==> src/rtl/fpu_issue_sched.sv <==
// FPU issue scheduler: scoreboard, hazard stall, FPU sequencing, FRF write arbitration.
// Optional macro FPU_ISSUE_BYPASS_EN adds fwd_fs/fwd_ft writeback forwarding.
module fpu_issue_sched #(
    parameter int LAT_ADD = 3,
    parameter int LAT_MUL = 5,
    parameter int LAT_DIV = 12
) (
    input  logic       clk,
    input  logic       rst_n,
    input  logic       id_valid,
    input  logic       id_fp_op,
    input  logic       id_lwc,
    input  logic [5:0] id_funct,
    input  logic [4:0] id_fs,
    input  logic [4:0] id_ft,
    input  logic [4:0] id_fd,
    input  logic       wb_lwc_valid,
    input  logic [4:0] wb_lwc_rd,
    output logic       stall,
    output logic       fpu_start,
    output logic [1:0] fpu_op,
    output logic [4:0] fpu_dst,
    output logic       frf_we,
    output logic [4:0] frf_waddr,
    output logic       frf_wsel,
    output logic       fpu_busy,
`ifdef FPU_ISSUE_BYPASS_EN
    output logic       fwd_fs,
    output logic       fwd_ft,
`endif
    output logic       err_illegal
);

    typedef enum logic [1:0] {IDLE, BUSY, WB, WB_WAIT} state_t;

    localparam logic [3:0] ADD_M2 = 4'(LAT_ADD - 2);
    localparam logic [3:0] MUL_M2 = 4'(LAT_MUL - 2);
    localparam logic [3:0] DIV_M2 = 4'(LAT_DIV - 2);

    state_t      state_q, state_d;
    logic [3:0]  cnt_q, cnt_d;
    logic [31:0] sb_q, sb_d;
    logic [1:0]  fpu_op_q, fpu_op_d;
    logic [4:0]  fpu_dst_q, fpu_dst_d;
    logic        fpu_start_q, fpu_start_d;

    logic       legal, fp_req, issue, fpu_wb;
    logic       raw_fs, raw_ft, waw, struct_haz;
    logic [3:0] lat_m2;

    assign legal  = (id_funct < 6'd4);
    assign fp_req = id_valid & id_fp_op & legal;
    assign fpu_wb = ((state_q == WB) || (state_q == WB_WAIT)) & ~wb_lwc_valid;

    always_comb begin
        raw_fs = (id_fs != 5'd0) & sb_q[id_fs];
        raw_ft = (id_ft != 5'd0) & sb_q[id_ft];
`ifdef FPU_ISSUE_BYPASS_EN
        // Result being written this cycle is forwarded instead of waited on.
        if (fpu_wb && id_fs == fpu_dst_q) raw_fs = 1'b0;
        if (fpu_wb && id_ft == fpu_dst_q) raw_ft = 1'b0;
`endif
    end

`ifdef FPU_ISSUE_BYPASS_EN
    assign fwd_fs = fp_req & fpu_wb & (id_fs == fpu_dst_q) & (id_fs != 5'd0);
    assign fwd_ft = fp_req & fpu_wb & (id_ft == fpu_dst_q) & (id_ft != 5'd0);
`endif

    assign waw = (id_fp_op & legal & (id_fd != 5'd0) & sb_q[id_fd])
               | (id_lwc & (id_ft != 5'd0) & sb_q[id_ft]);
    assign struct_haz = (state_q != IDLE)
                      & ~((state_q == WB) & ~wb_lwc_valid);

    assign stall = id_valid
                 & (waw | (id_fp_op & legal & (raw_fs | raw_ft | struct_haz)));
    assign issue = fp_req & ~stall;
    assign err_illegal = id_valid & id_fp_op & ~legal;

    always_comb begin
        unique case (1'b1)
            (id_funct[1:0] == 2'd3): lat_m2 = DIV_M2;
            (id_funct[1:0] == 2'd2): lat_m2 = MUL_M2;
            default:                 lat_m2 = ADD_M2;
        endcase
    end

    always_comb begin
        state_d     = state_q;
        cnt_d       = cnt_q;
        sb_d        = sb_q;
        fpu_op_d    = fpu_op_q;
        fpu_dst_d   = fpu_dst_q;
        fpu_start_d = issue;
        if (fpu_wb) sb_d[fpu_dst_q] = 1'b0;
        // Set after clear so a same-register reissue keeps its entry.
        if (issue) begin
            sb_d[id_fd] = 1'b1;
            fpu_op_d    = id_funct[1:0];
            fpu_dst_d   = id_fd;
        end
        sb_d[0] = 1'b0;
        unique case (state_q)
            IDLE: begin
                if (issue) begin
                    state_d = BUSY;
                    cnt_d   = lat_m2;
                end
            end
            BUSY: begin
                if (cnt_q == 4'd0) state_d = WB;
                else cnt_d = cnt_q - 4'd1;
            end
            WB: begin
                if (wb_lwc_valid) begin
                    state_d = WB_WAIT;
                end else if (issue) begin
                    state_d = BUSY;
                    cnt_d   = lat_m2;
                end else begin
                    state_d = IDLE;
                end
            end
            WB_WAIT: begin
                if (!wb_lwc_valid) state_d = IDLE;
            end
            default: state_d = IDLE;
        endcase
    end

    always_ff @(posedge clk or negedge rst_n) begin
        if (!rst_n) begin
            state_q     <= IDLE;
            cnt_q       <= '0;
            sb_q        <= '0;
            fpu_op_q    <= '0;
            fpu_dst_q   <= '0;
            fpu_start_q <= 1'b0;
        end else begin
            state_q     <= state_d;
            cnt_q       <= cnt_d;
            sb_q        <= sb_d;
            fpu_op_q    <= fpu_op_d;
            fpu_dst_q   <= fpu_dst_d;
            fpu_start_q <= fpu_start_d;
        end
    end

    assign fpu_start = fpu_start_q;
    assign fpu_op    = fpu_op_q;
    assign fpu_dst   = fpu_dst_q;
    assign fpu_busy  = (state_q != IDLE);
    assign frf_we    = wb_lwc_valid | fpu_wb;
    assign frf_wsel  = wb_lwc_valid;
    assign frf_waddr = wb_lwc_valid ? wb_lwc_rd
                     : (fpu_wb ? fpu_dst_q : 5'd0);

endmodule

==> config.mk <==
export PLATFORM = sky130hd
export DESIGN_NAME = fpu_issue_sched
export DESIGN_NICKNAME = d
export VERILOG_FILES = /design/src/rtl/fpu_issue_sched.sv
export SDC_FILE = /design/constraint.sdc
export NUM_CORES = 1
export LEC_CHECK = 0
export CORE_AREA = 3 3 83 85
export CTS_CLUSTER_SIZE = 28
export DETAILED_ROUTE_END_ITERATION = 16
export DIE_AREA = 0 0 86 88
export PLACE_DENSITY_LB_ADDON = 0.05
export SLEW_MARGIN = 10
export SYNTH_ARGS = -nofsm -noshare
export SYNTH_HDL_FRONTEND = slang
export SYNTH_SLANG_ARGS = --single-unit
==> constraint.sdc <==
create_clock -name clk -period 2.5 [get_ports clk]
set_clock_uncertainty 0.05 [all_clocks]
set_input_delay 0.25 -clock clk [delete_from_list [all_inputs] [get_ports clk]]
set_output_delay 0.25 -clock clk [all_outputs]
set_load 0.02 [all_outputs]
==> metrics, run 1 <==
synthesized net count between 300 and 400; TritonCTS clock tree built; Worst IR Drop VDD around 0.44 mV; non-filler cells, final 477; synthesized area 2960 µm²; largest net degree at the start of global routing 20; net switching power 0.670 mW; All-Layer GR Usage roughly a quarter; dpl hpwl approximately 6.8 mm; routed len/inst 19.2 µm; Num CTS Buffers 5; placed cells 461; power per cell area about 480 nW/µm²; Final nets about 430; first drt pass iteration count 4; syn_area_per_cell about 10 µm²; Comb power frac 33.5%; vias in the first global route about 2.9k; clk root buf clkbuf_8; DRT Wirelength approximately 9 mm; CP Max Fanout 5; post-layout util just under 70%; sequential element share of the synthesized area about two fifths; Hold Path Class input pin to async pin; critical path startpoint category register; Netlist cell types between 50 and 60; Finished Cell Area 4240 µm²; main flop type after synthesis dfrtp_1; CP cell instances mux4_2, o22ai_2, a311oi_2, a221oi_2, and4b_2, nand2b_4, or3_4, buf_6, o21ai_4; outcome finished, violations left; total global routing overflow 0; Initial DRC Count approximately 160; layout cells sized above 1 a little over a third; vias per cell between 6 and 7; top sig layer met4; P&R area growth vs syn 43.5%; max cap viols 0; Met2 Wirelength 4.32 mm; sequential group share of total power 43.5%; Port Buffer Count 49; total power roughly 2.0 mW; Int Pwr 1.36 mW; first-pass GRT wire length between 10 and 15 mm; worst-margin pin slew just over 700 ps; final worst slack -41.8 ps; CTS max path bufs 2; Starting Density a little under half; Worst EP arrival roughly 2700 ps; H-tree depth 2; setup_tns -234 ps; initial antenna violation count 0; Row Count 29; diodes inserted 0; WHS roughly 360 ps; asr flop ratio synth 100%; fin crit share 102%; Sw Ratio approximately 33%; die width around 86 µm; RSZ-0062 raised after global routing yes; Clock Sinks 45; I/O Pins 50; Max Freq between 0.3 and 0.4 GHz; largest area contributor in the netlist dfrtp_1; number of synthesized flops with an enable pin 0; relative slew slack just over 50%; clock power share a little under a quarter; critical path class register to register; met1 wire length about 4 mm; Placement Setup Slack -626 ps; die area roughly 7600 µm²; DRC Markers 0; min Tclk post-route ~2500 ps; leak pwr about 1.8 nW; Final setup viols 10; top-area cell type share of the netlist area a little under two fifths; failing checks negative setup slack; max-slew violation count 0; Die Span Y 88 µm; routed wl met3 ~530 µm; ranking of synthesized cells by area dfrtp_1 (38%), o21ai_0 (9.8%), mux2i_1 (7.1%), mux4_2 (6.9%), mux2_2 (3.0%); core region area 6280 µm²; post-synthesis register bit count 45; Critical Path RT 2680 ps; Clk pin slew, worst setup/hold paths 80 ps; routability cong. ~0.9; Fillers 508; Final ANT Viol Nets 0; Post-DP Area 3880 µm²; via count roughly 2.9k; worst skew pair latency roughly 300 ps; final hold violation count 0; Worst setup EP type register; Worst path max stage delay ~480 ps; CP max-delay cell mux4_2; Gate Count Post-Synth 294; Synth Warn # 0
worst paths after layout:
kind,cells after the start,endpoint,slack [ps],startpoint
max in group asynchronous,3,state_q[1],1400,rst_n
setup reg to reg,9,sb_q[6],-40,sb_q[3]
min in group clk,1,fpu_op[1],460,fpu_op[1]
hold reg to reg,1,fpu_op[1],460,fpu_op[1]
hold / removal,2,sb_q[27],360,rst_n
setup / recovery,9,sb_q[6],-40,sb_q[3]
power groups by stage:
stage          Clock, mW  Combinational [mW]  Sequential [mW]
6_report           0.468               0.681            0.885
2_1_floorplan          0               0.331            0.876
5_1_grt            0.492               0.750            0.897
4_1_cts            0.468               0.629            0.876
3_5_place_dp           0               0.603            0.887
3_3_place_gp           0               0.592            0.887
cell type report:
type / count / area (µm²) / area share [%]
sequential: 45 / 1130 / 26.6
inverter: 6 / 22.5 / 0.531
multi-input combinational: 224 / 1880 / 44.4
tap: 77 / 96.3 / 2.27
timing repair buffer: 118 / 1030 / 24.2
clock buffer: 7 / 86.3 / 2.04
placed cells by master, fill, tap and decap left out, types with 6 or more instances in the layout:
| master | instances |
|---|---|
| buf_4 | 61 |
| buf_6 | 8 |
| clkbuf_8 | 6 |
| clkdlybuf4s50_1 | 37 |
| dfrtp_1 | 45 |
| dlygate4sd2_1 | 8 |
| mux2_2 | 9 |
| mux2i_1 | 19 |
| mux4_2 | 10 |
| nand2_1 | 16 |
| nand3_1 | 7 |
| nand3b_1 | 8 |
| nor2_1 | 8 |
| nor2b_1 | 8 |
| o21ai_0 | 39 |
| o21ai_1 | 12 |
| o21ai_2 | 14 |
worst max-delay path: cells and delay by family, from the launching register on:
kind / cells / cell delay, ps
AO/OA/AOI/OAI: 4 / 570
AND/OR/NAND/NOR: 3 / 780
flip-flops: 1 / 420
multiplexers: 1 / 480
buffers and inverters: 1 / 150
kinds of logic (layout without fill, tap and decap cells):
group           count (synthesis)  after routing  share of synthesized area, %
mux                            40             40                          18.3
simple gates                   79             79                          16.0
compound gates                103            103                          22.4
flops                          45             45                          38.1
fa+ha+maj                       2              2                         0.847
buf+inv                        25            131                          4.36
cells in the mapped netlist, drive strengths merged, types with 2 or more instances:
cell	count
ha	2
dfrtp	45
buf	13
mux2i	21
a31oi	2
a311oi	2
clkbuf	6
nand2	16
mux4	10
o311ai	2
or3b	5
inv	6
nand3b	8
mux2	9
nor2	8
a221oi	4
o31ai	2
nand4b	3
nor2b	9
a22o	5
a2111oi	2
or2	3
nand3	8
o22ai	5
or3	4
o21ai	66
nor3	2
a211oi	2
a21oi	3
nand2b	6
sequential cells by signal (all words and copies together), names as in the netlist:
| signal | count |
|---|---|
| sb_q | 31 |
| fpu_dst | 5 |
| cnt_q | 4 |
| fpu_op | 2 |
| state_q | 2 |
| fpu_start | 1 |
routing by layer:
layer / vias to the layer above / track usage [%]
li1: 1343 / -
met1: 1413 / 34.4
met2: 106 / 41.5
met3: 16 / 3.86
met4: 0 / 7.91
met5: - / 0
what timing repair did:
action,in CTS,in global routing
hold buffers,1,0
cloned,0,0
hold endpoints to repair,17,0
pin swaps,9,6
resized for setup,50,34
setup buffers,7,2
setup endpoints to repair,43,43
Power figures use the tool's default switching activity.
==> run 2: changes to the inputs <==
--- a/config.mk
+++ b/config.mk
@@ -5,6 +5,7 @@
 export SDC_FILE = /design/constraint.sdc
 export NUM_CORES = 1
 export LEC_CHECK = 0
+export CAP_MARGIN = 30
 export CORE_AREA = 3 3 83 85
 export CTS_CLUSTER_SIZE = 28
 export DETAILED_ROUTE_END_ITERATION = 16
==> results of run 2 <==
Same layout as run 1: the final DEF is identical, and so are final timing and power.
